### config.mk
export PLATFORM = sky130hd
export DESIGN_NAME = logical_tile_mult_n_mode_mac_
export DESIGN_NICKNAME = d
export VERILOG_FILES = /design/src/rtl/mac_tile_pkg.sv /design/src/rtl/mac_tile_pipe_stage.sv /design/src/rtl/logical_tile_mult_n_mode_mac_.sv
export SDC_FILE = /design/constraint.sdc
export NUM_CORES = 1
export LEC_CHECK = 0
export ABC_AREA = 0
export BUFFER_PORTS_ARGS = -buffer_cell sky130_fd_sc_hd__buf_2
export CORE_MARGIN = 4
export CORE_UTILIZATION = 50
export CTS_CLUSTER_SIZE = 16
export DETAILED_ROUTE_END_ITERATION = 8
export PLACE_DENSITY = 0.69
export SLEW_MARGIN = 20
export SYNTH_ARGS = -nofsm -noshare
export SYNTH_HDL_FRONTEND = slang
export SYNTH_SLANG_ARGS = --single-unit
### constraint.sdc
create_clock -name mac_clk -period 14.7 [get_ports mac_clk]
set_clock_uncertainty 0.2 [all_clocks]
set_input_delay 2.205 -clock mac_clk [delete_from_list [all_inputs] [get_ports mac_clk]]
set_output_delay 2.205 -clock mac_clk [all_outputs]
set_load 0.01 [all_outputs]
### src/rtl/mac_tile_pkg.sv
// Shared types and helpers for the DSP-column multiplier/MAC tile.
// Stage products are carried sign-extended to PROD_MAX_W, so ACC_W must not exceed it.
package mac_tile_pkg;

    localparam int unsigned PROD_MAX_W = 128;

    typedef enum logic [1:0] {
        MODE_UMUL = 2'b00,
        MODE_SMUL = 2'b01,
        MODE_UMAC = 2'b10,
        MODE_SMAC = 2'b11
    } mac_mode_e;

    typedef struct packed {
        logic                  valid;
        logic                  clr;
        mac_mode_e             mode;
        logic [PROD_MAX_W-1:0] product;
    } mac_stage_t;

    function automatic int unsigned acc_width(input int unsigned width, input int unsigned guard);
        return 2 * width + guard;
    endfunction

    function automatic logic mode_is_mac(input mac_mode_e m);
        return m[1];
    endfunction

    function automatic logic mode_is_signed(input mac_mode_e m);
        return m[0];
    endfunction

endpackage

### src/rtl/mac_tile_pipe_stage.sv
// One clock-enabled, synchronously reset product pipeline register.
module mac_tile_pipe_stage
    import mac_tile_pkg::*;
(
    input  logic       clk,
    input  logic       reset,
    input  logic       ce,
    input  mac_stage_t d,
    output mac_stage_t q
);

    always_ff @(posedge clk) begin
        if (reset) begin
            q <= '0;
        end else if (ce) begin
            q <= d;
        end
    end

endmodule

### src/rtl/logical_tile_mult_n_mode_mac_.sv
// Pipelined WIDTH x WIDTH signed/unsigned multiplier with accumulate modes.
// Build option: MAC_SATURATE_EN clamps the accumulator on overflow instead of wrapping.
module logical_tile_mult_n_mode_mac_
    import mac_tile_pkg::*;
#(
    parameter int unsigned WIDTH       = 8,
    parameter int unsigned PIPE_STAGES = 1,
    parameter int unsigned GUARD       = 8
) (
    input  logic                                 mac_clk,
    input  logic                                 mac_reset,
    input  logic                                 mac_ce,
    input  logic [1:0]                           mac_mode,
    input  logic [WIDTH-1:0]                     mac_a,
    input  logic [WIDTH-1:0]                     mac_b,
    input  logic                                 mac_in_valid,
    input  logic                                 mac_acc_clr,
    output logic [acc_width(WIDTH, GUARD)-1:0]   mac_out,
    output logic                                 mac_out_valid,
    output logic                                 mac_ovf
);

    localparam int unsigned ACC_W = acc_width(WIDTH, GUARD);
    localparam int unsigned PW    = 2 * WIDTH + 2;

    logic               op_valid;
    logic               op_clr;
    mac_mode_e          op_mode;
    logic [WIDTH-1:0]   op_a;
    logic [WIDTH-1:0]   op_b;

    // Input capture; bubbles and clear-only slots travel as valid=0.
    always_ff @(posedge mac_clk) begin
        if (mac_reset) begin
            op_valid <= 1'b0;
            op_clr   <= 1'b0;
            op_mode  <= MODE_UMUL;
            op_a     <= '0;
            op_b     <= '0;
        end else if (mac_ce) begin
            op_valid <= mac_in_valid;
            op_clr   <= mac_acc_clr;
            op_mode  <= mac_mode_e'(mac_mode);
            op_a     <= mac_a;
            op_b     <= mac_b;
        end
    end

    logic signed [WIDTH:0]  a_x;
    logic signed [WIDTH:0]  b_x;
    logic signed [PW-1:0]   prod;
    mac_stage_t             stage_in;

    // One extra operand bit turns both signednesses into a single signed multiply.
    always_comb begin
        a_x = $signed({mode_is_signed(op_mode) & op_a[WIDTH-1], op_a});
        b_x = $signed({mode_is_signed(op_mode) & op_b[WIDTH-1], op_b});
        prod = PW'(a_x) * PW'(b_x);
        stage_in.valid   = op_valid;
        stage_in.clr     = op_clr;
        stage_in.mode    = op_mode;
        stage_in.product = PROD_MAX_W'(prod);
    end

    mac_stage_t pipe [0:PIPE_STAGES];
    mac_stage_t fin;

    assign pipe[0] = stage_in;

    for (genvar i = 0; i < int'(PIPE_STAGES); i++) begin : g_pipe
        mac_tile_pipe_stage u_stage (
            .clk   (mac_clk),
            .reset (mac_reset),
            .ce    (mac_ce),
            .d     (pipe[i]),
            .q     (pipe[i+1])
        );
    end

    assign fin = pipe[PIPE_STAGES];

    logic [ACC_W-1:0] acc;
    logic [ACC_W-1:0] acc_n;
    logic [ACC_W-1:0] out_n;
    logic [ACC_W-1:0] p;
    logic [ACC_W:0]   sum;
    logic             ovf_add;
    logic             ovf_n;
`ifdef MAC_SATURATE_EN
    logic [ACC_W-1:0] sat;
`endif

    // Output stage: accumulator update, overflow detection and result select.
    always_comb begin
        acc_n = acc;
        out_n = mac_out;
        ovf_n = mac_ovf;
        p     = ACC_W'(fin.product);
        sum   = {1'b0, acc} + {1'b0, p};
        if (mode_is_signed(fin.mode)) begin
            ovf_add = (acc[ACC_W-1] == p[ACC_W-1]) && (sum[ACC_W-1] != acc[ACC_W-1]);
        end else begin
            ovf_add = sum[ACC_W];
        end
`ifdef MAC_SATURATE_EN
        if (!mode_is_signed(fin.mode)) begin
            sat = '1;
        end else if (p[ACC_W-1]) begin
            sat = {1'b1, {(ACC_W-1){1'b0}}};
        end else begin
            sat = {1'b0, {(ACC_W-1){1'b1}}};
        end
`endif
        if (fin.valid) begin
            if (!mode_is_mac(fin.mode)) begin
                out_n = p;
            end else if (fin.clr) begin
                acc_n = p;
                out_n = p;
                ovf_n = 1'b0;
            end else begin
                acc_n = sum[ACC_W-1:0];
                if (ovf_add) begin
                    ovf_n = 1'b1;
`ifdef MAC_SATURATE_EN
                    acc_n = sat;
`endif
                end
                out_n = acc_n;
            end
        end else if (fin.clr) begin
            acc_n = '0;
            ovf_n = 1'b0;
        end
    end

    always_ff @(posedge mac_clk) begin
        if (mac_reset) begin
            acc           <= '0;
            mac_out       <= '0;
            mac_out_valid <= 1'b0;
            mac_ovf       <= 1'b0;
        end else if (mac_ce) begin
            acc           <= acc_n;
            mac_out       <= out_n;
            mac_out_valid <= fin.valid;
            mac_ovf       <= ovf_n;
        end
    end

endmodule

==> results_dict.tcl, run 1 <==
set metrics [dict create \
    cts_max_level 3 \
    synthMuxAreaShare_pct 5.49 \
    synth-simple-area-share_pct 16.9 \
    drt-initial-drc-count 364 \
    post-cts-setup-buffers 0 \
    dr.pass1.iters 5 \
    ys_seq_elements 92 \
    power_mw 0.601 \
    synthCells 947 \
    clkTransAtPathRegs_ps 70 \
    hold_buffers 0 \
    synth_xor_area_share_pct 2.93 \
    hold_path_depth 2 \
    fin_nets 1115 \
    gp_congestion 0.954 \
    r2r-end "g_pipe[0].u_stage.q[16]" \
    min_period_over_period_pct 39.0 \
    criticalPathCategory "flop to flop" \
    syn-num-nets 1103 \
    finalSetupViolCount 0 \
    synth-compound-area-share_pct 17.9 \
    finalSetupTns_ps 0 \
    drtAntennaViolNets 0 \
    period_needed_ps 5730 \
    clock.fmax_mhz 174 \
    dp_hpwl_um 14000 \
    syn_area_per_cell_um2 8.52 \
    rows 46 \
    layout-drive-gt1-share_pct 9.02 \
    synth.distinct_cells 70 \
    yosysWarnings 0 \
    min_to "mac_out[18]" \
    synth_edf_count 0 \
    post_drt_wl_per_cell_um 15.8 \
    drc_errors 0 \
    hp-start "mac_out[18]" \
    cts_tree "yes" \
    initial_core_util_pct 51.0 \
    syn2layout_area_growth_pct 8.32 \
    final_cell_mix "100 x nand2_1, 92 x dfxtp_1, 91 x inv_1" \
    grt_usage_pct 21.1 \
    ios 49 \
    tightest_slew_ps 1060 \
    viasPerCell 5.55 \
    io_buffer_count 48 \
    hold_viol 0 \
    cp-start-kind "flop" \
    route.final.wire_length_um 18600 \
    ctsResizeCount 0 \
    mostFrequentLayoutCell "nand2_1" \
    r2r_slack_ps 8970 \
    hp-class "flop to flop" \
    r2r-start "op_b[7]" \
    ys_seq_area_share_pct 22.8 \
    grt_pass1_wl_um 31300 \
    grt-ovfl-total 0 \
    antenna_cells 0 \
    clock_latency_ps 360 \
    root_buffer "clkbuf_16" \
    maxCapViolations 0 \
    p_per_area_nw_per_um2 68.7 \
    cts.sinks 92 \
    synth-main-ff-cell "dfxtp_1" \
    syn_area_um2 8070 \
    dp_worst_setup_slack_ps 9040 \
    grt_pass1_vias 6236 \
    path_max_fanout 11 \
    fin_util_pct 55.2 \
    slew_viol_final 0 \
    status "finished, final reports clean" \
    crit_arrival_ps 5770 \
    clockBufferDepth 2 \
    r2r_cells 17 \
    synth_top_family_by_area "adder cells" \
    setup_slack_ps 8970 \
    p_leak_nw 4.17 \
    via_count 6553 \
    cts_buffers 9 \
    rsz0062_at_grt "false" \
    slew-limit-headroom_pct 29.3 \
    die_x_um 135 \
    design.die.area_um2 18200 \
    crit_path_end_kind "flop" \
    antenna_found_initial 0 \
    synthAdderAreaFrac_pct 27.3 \
    ys_async_sr_fraction_pct 0 \
    die_h_um 135 \
    crit_required_ps 14740 \
    peakVddDrop_mv 0.0544 \
    core-area_um2 15800 \
    grt_max_degree 90 \
]
-- report_power, final --
part	internal (mW)	switching [mW]	total, mW
clock	0.136	0.113	0.250
combinational	0.0345	0.0473	0.0818
sequential	0.257	0.0130	0.270
-- flip-flops by register name, indices dropped and copies added, names as in the netlist --
signal and cells:
op_clr 1, g_pipe.u_stage.q 22, op_valid 1, op_mode 2
mac_ovf 1, op_a 8, mac_out_valid 1, op_b 8
mac_out 24, acc 24
-- synth_stat cells, types with 12 or more instances --
library cell	count	area, µm²
nand2_1	100	375
dfxtp_1	92	1840
inv_1	91	342
nor2_1	75	282
fa_1	72	1440
a21oi_1	70	350
ha_1	61	763
clkbuf_1	45	169
mux2i_1	42	420
and2_1	31	194
o21ai_0	26	130
nand3_1	23	115
nor3_1	19	95.1
xnor2_1	19	166
a21o_1	14	105
a211oi_1	13	97.6
o21bai_1	12	90.1
-- layer usage --
metal	wire length [µm]	GRT usage, %	up-vias
li1	-	-	3273
met1	8800	29.6	3153
met2	8990	34.7	111
met3	639	3.28	16
met4	216	4.65	0
met5	0	0	-
-- critical path, cell delays in order, from the launching register on --
cell	delay, ps
dfxtp_1	490
nand2_1	300
or2_2	370
fa_1	480
fa_1	510
inv_1	60
fa_1	500
fa_1	540
inv_1	50
fa_1	520
inv_1	40
ha_1	310
inv_1	70
o21a_1	220
o31a_1	310
a211oi_1	260
nor3_1	90
a211o_1	290
-- stage by stage --
step / cell area (µm²) / hold slack [ps] / std cells
detailed placement: 8430 / 244 / 1164
finish: 8740 / 250 / 1180
CTS: 8740 / 254 / 1180
global route: 8740 / 269 / 1180
global placement: 8430 / 236 / 1164
floorplan: 8070 / 236 / 947
-- layout make-up --
type,instances,area [µm²]
fillers,1473,7080
multi-input cells,711,5690
flip-flops and latches,92,1840
inverters,91,342
repair buffers,54,285
well taps,216,270
clock buffers,9,225
clock inverters,7,91.3
-- cells by family after synthesis --
group / after synthesis
AO/OA/AOI/OAI: 215
XOR/XNOR: 27
adder cells (fa/ha/maj): 133
buffers and inverters: 144
flip-flops: 92
multiplexers: 44
AND/OR/NAND/NOR: 292
-- worst max path at each step --
| stage | endpoint | depth (start not counted) | from | slack, ps |
|---|---|---|---|---|
| 2_1_floorplan | g_pipe[0].u_stage.q[16] | 17 | op_mode[0] | 9520 |
| 6_report | g_pipe[0].u_stage.q[16] | 17 | op_b[7] | 8970 |
| 5_1_grt | g_pipe[0].u_stage.q[16] | 17 | op_b[7] | 8680 |
| 3_3_place_gp | g_pipe[0].u_stage.q[16] | 17 | op_b[7] | 9190 |
| 3_5_place_dp | g_pipe[0].u_stage.q[16] | 17 | op_b[7] | 9040 |
| 4_1_cts | g_pipe[0].u_stage.q[16] | 17 | op_b[7] | 8950 |
(Power assumes the default switching activity.)
==> inputs of run 2 (changes only) <==
ABC_AREA = 1   (was 0)
clock period = 5.6 ns   (was 14.7 ns; I/O delays follow)
==> run 2 against run 1 <==
- sequential share of layout area down 0.11 points
- final cell count up 14%
- synthesized cell count up 16%
- routed wire length up 7.5%
- register-to-register slack worse by 8500 ps
- global-route usage up 2.1 points
- via count up 7.4%
- worst hold slack better by 15 ps
- maximum frequency up 11%
- setup slack worse by 8500 ps
- critical path type unchanged
- largest power group unchanged
==> results_dict.tcl, run 2 <==
set metrics [dict create \
    min_to "mac_out_valid" \
    synthCells 1101 \
    period_needed_ps 5150 \
    peakVddDrop_mv 0.147 \
    clock.fmax_mhz 194 \
    core-area_um2 15800 \
    synth.top_cell.area_share_pct 22.8 \
    tightest_slew_ps 1070 \
    clock_latency_ps 360 \
    synth_top_cells_by_count "215 x nand2_1, 181 x inv_1, 100 x nor2_1" \
    clockBufferDepth 2 \
    cp-start-kind "flop" \
    synth_edf_count 0 \
    grt-ovfl-total 0 \
    p_leak_nw 4.53 \
    switching_share_pct 34.3 \
    grt_max_degree 52 \
    rsz0062_at_grt "false" \
    cts_tree "yes" \
    drt-initial-drc-count 357 \
    p_int_mw 1.14 \
    antenna_cells 0 \
    cts.sinks 92 \
    min_period_over_period_pct 91.9 \
    fill_cells 1536 \
    die_h_um 135 \
    clkTransAtPathRegs_ps 80 \
    place_area_um2 8500 \
    layout-drive-gt1-share_pct 10.1 \
    criticalPathCategory "flop to flop" \
    via_count 7040 \
    clockPowerShare_pct 36.4 \
    cts_max_level 3 \
    rows 46 \
    hold_path_depth 2 \
    yosysTopAreaCell "dfxtp_1" \
    netlist_top_cells_area "dfxtp_1 23%, fa_1 18%, nand2_1 10%" \
    r2r_slack_ps 450 \
    io_buffer_count 48 \
    fin_area_um2 8800 \
    grt_usage_pct 23.2 \
    crit_chain "nand2_1, inv_1, nand2_1, fa_1, inv_1, fa_1, fa_1, fa_1, inv_1, fa_1, inv_1, ha_1, nand3b_1, nand3_1, inv_1, o21bai_1, a21oi_1, or2_0, nand3_1, o211ai_1, inv_1" \
    setup_slack_ps 455 \
    grt_pass1_vias 7151 \
    crit_required_ps 5710 \
    sequentialPowerShare_pct 41.8 \
    hp-class "flop to flop" \
    initial_core_util_pct 51.0 \
    final_cell_mix "215 x nand2_1, 181 x inv_1, 100 x nor2_1" \
    antenna_found_initial 0 \
    syn-num-nets 1257 \
    route.final.wire_length_um 20000 \
    r2r-end "g_pipe[0].u_stage.q[15]" \
    synth.most_common_cell "nand2_1" \
    slew_viol_final 0 \
    p_per_area_nw_per_um2 197 \
    power_mw 1.73 \
    drtAntennaViolNets 0 \
    yosysWarnings 0 \
    ys_async_sr_fraction_pct 0 \
    post_drt_wl_per_cell_um 14.9 \
    cp_top_family "adder cells" \
    critical_path.max_stage_delay_ps 550 \
    multi_input_area_um2 5340 \
    crit_arrival_ps 5260 \
    slowest_stage "fa_1" \
    drc_errors 0 \
    p_sw_mw 0.594 \
    crit_top_cell "inv_1" \
    syn_area_um2 8070 \
    seq_area_um2 1840 \
    ys_seq_elements 92 \
    fin_nets 1282 \
    mostFrequentLayoutCell "nand2_1" \
    cts_buffers 9 \
    r2r_cells 21 \
    gp_congestion 0.938 \
    path_max_fanout 7 \
    syn_area_per_cell_um2 7.33 \
    viasPerCell 5.23 \
    finalSetupViolCount 0 \
    r2r-start "op_mode[0]" \
    design.die.area_um2 18200 \
    hold_buffers 0 \
    grt_pass1_wl_um 34300 \
    synth.distinct_cells 43 \
    status "finished, final reports clean" \
    reg_top3 "acc (24), mac_out (24), g_pipe.u_stage.q (22)" \
    ios 49 \
    maxCapViolations 0 \
    die_x_um 135 \
    dr.pass1.iters 7 \
    finalSetupTns_ps 0 \
    synth-main-ff-cell "dfxtp_1" \
    hold_viol 0 \
    crit_path_end_kind "flop" \
    ys_seq_area_share_pct 22.8 \
    syn2layout_area_growth_pct 9.01 \
    root_buffer "clkbuf_16" \
    dp_worst_setup_slack_ps 392 \
    hp-start "mac_out_valid" \
    power_frac_comb_pct 21.8 \
    slew-limit-headroom_pct 28.8 \
    crit_buf_inv 6 \
    dp_hpwl_um 15400 \
]
[run 2: changes by cell type after synthesis, moves of 13 or more]
cell      delta
o21ai_0     +35
mux2i_1     -42
nor3_1      -14
nand2_1    +115
inv_1       +90
nor2_1      +25
and2_1      -31
nand3_1     +19
o211ai_1    +13
nand4_1     +13
a21oi_1     +22
a21o_1      -13
[run 2: worst reg2reg max path, delay by kind of cell, from the launching register on]
family,cells,cell delay [ps]
AOI/OAI and AO/OA,3,410
and+or+nand+nor,6,740
buffers and inverters,6,450
DFF,1,380
adders and majority gates,6,2900
[run 2: power groups by stage]
stage | logic [mW] | registers (mW) | clock network, mW
final | 0.377 | 0.725 | 0.632
after global routing | 0.439 | 0.730 | 0.664
after CTS | 0.382 | 0.724 | 0.646
after detailed placement | 0.378 | 0.739 | 0
after global placement | 0.372 | 0.738 | 0
after floorplan | 0.295 | 0.718 | 0
[run 2: repair_timing]
item                                   CTS  global route
buffers inserted                         0             0
setup endpoints to repair                0             1
endpoints found under the hold margin    0             0
resized for setup                        0             1
[run 2: area by class of cell]
| type | instances | area share [%] |
|---|---|---|
| Clock inverter | 7 | 0.796 |
| Inverter | 184 | 7.85 |
| Clock buffer | 9 | 2.56 |
| Multi-Input combinational cell | 775 | 60.7 |
| Timing Repair Buffer | 64 | 4.10 |
| Tap cell | 216 | 3.07 |
| Sequential cell | 92 | 20.9 |
[run 2: worst max path at each step]
stage,endpoint,slack [ps],depth (start not counted),startpoint
2_1_floorplan,g_pipe[0].u_stage.q[15],650,20,op_mode[0]
3_3_place_gp,g_pipe[0].u_stage.q[16],550,19,op_mode[0]
3_5_place_dp,g_pipe[0].u_stage.q[15],390,21,op_mode[0]
4_1_cts,g_pipe[0].u_stage.q[15],380,21,op_mode[0]
5_1_grt,g_pipe[0].u_stage.q[15],4,19,op_b[3]
6_report,g_pipe[0].u_stage.q[15],450,21,op_mode[0]
[run 2: logic make-up (layout without fill, tap and decap cells)]
kind of cell	after synthesis	in the layout	share of synthesized area, %
adders and majority gates	133	133	27.3
AOI/OAI and AO/OA	220	220	15.8
DFF	92	92	22.8
buffers and inverters	234	264	11.0
and+or+nand+nor	403	403	20.9
xor gates and xnor gates	19	19	2.06
[run 2: through the flow]
step	hold slack, ps	utilization (%)	instances
after floorplan	244	-	1101
after global placement	252	53.7	1331
after detailed placement	258	53.7	1331
after CTS	270	55.6	1347
after global routing	291	55.6	1347
final	265	55.6	1347
[run 2: per-layer routing]
layer	global-route usage [%]	vias to the layer above	wire, µm
met4	8.34	0	535
met5	0	-	0
li1	-	3564	-
met2	41.6	135	10000
met1	28.7	3301	8940
met3	2.72	40	555
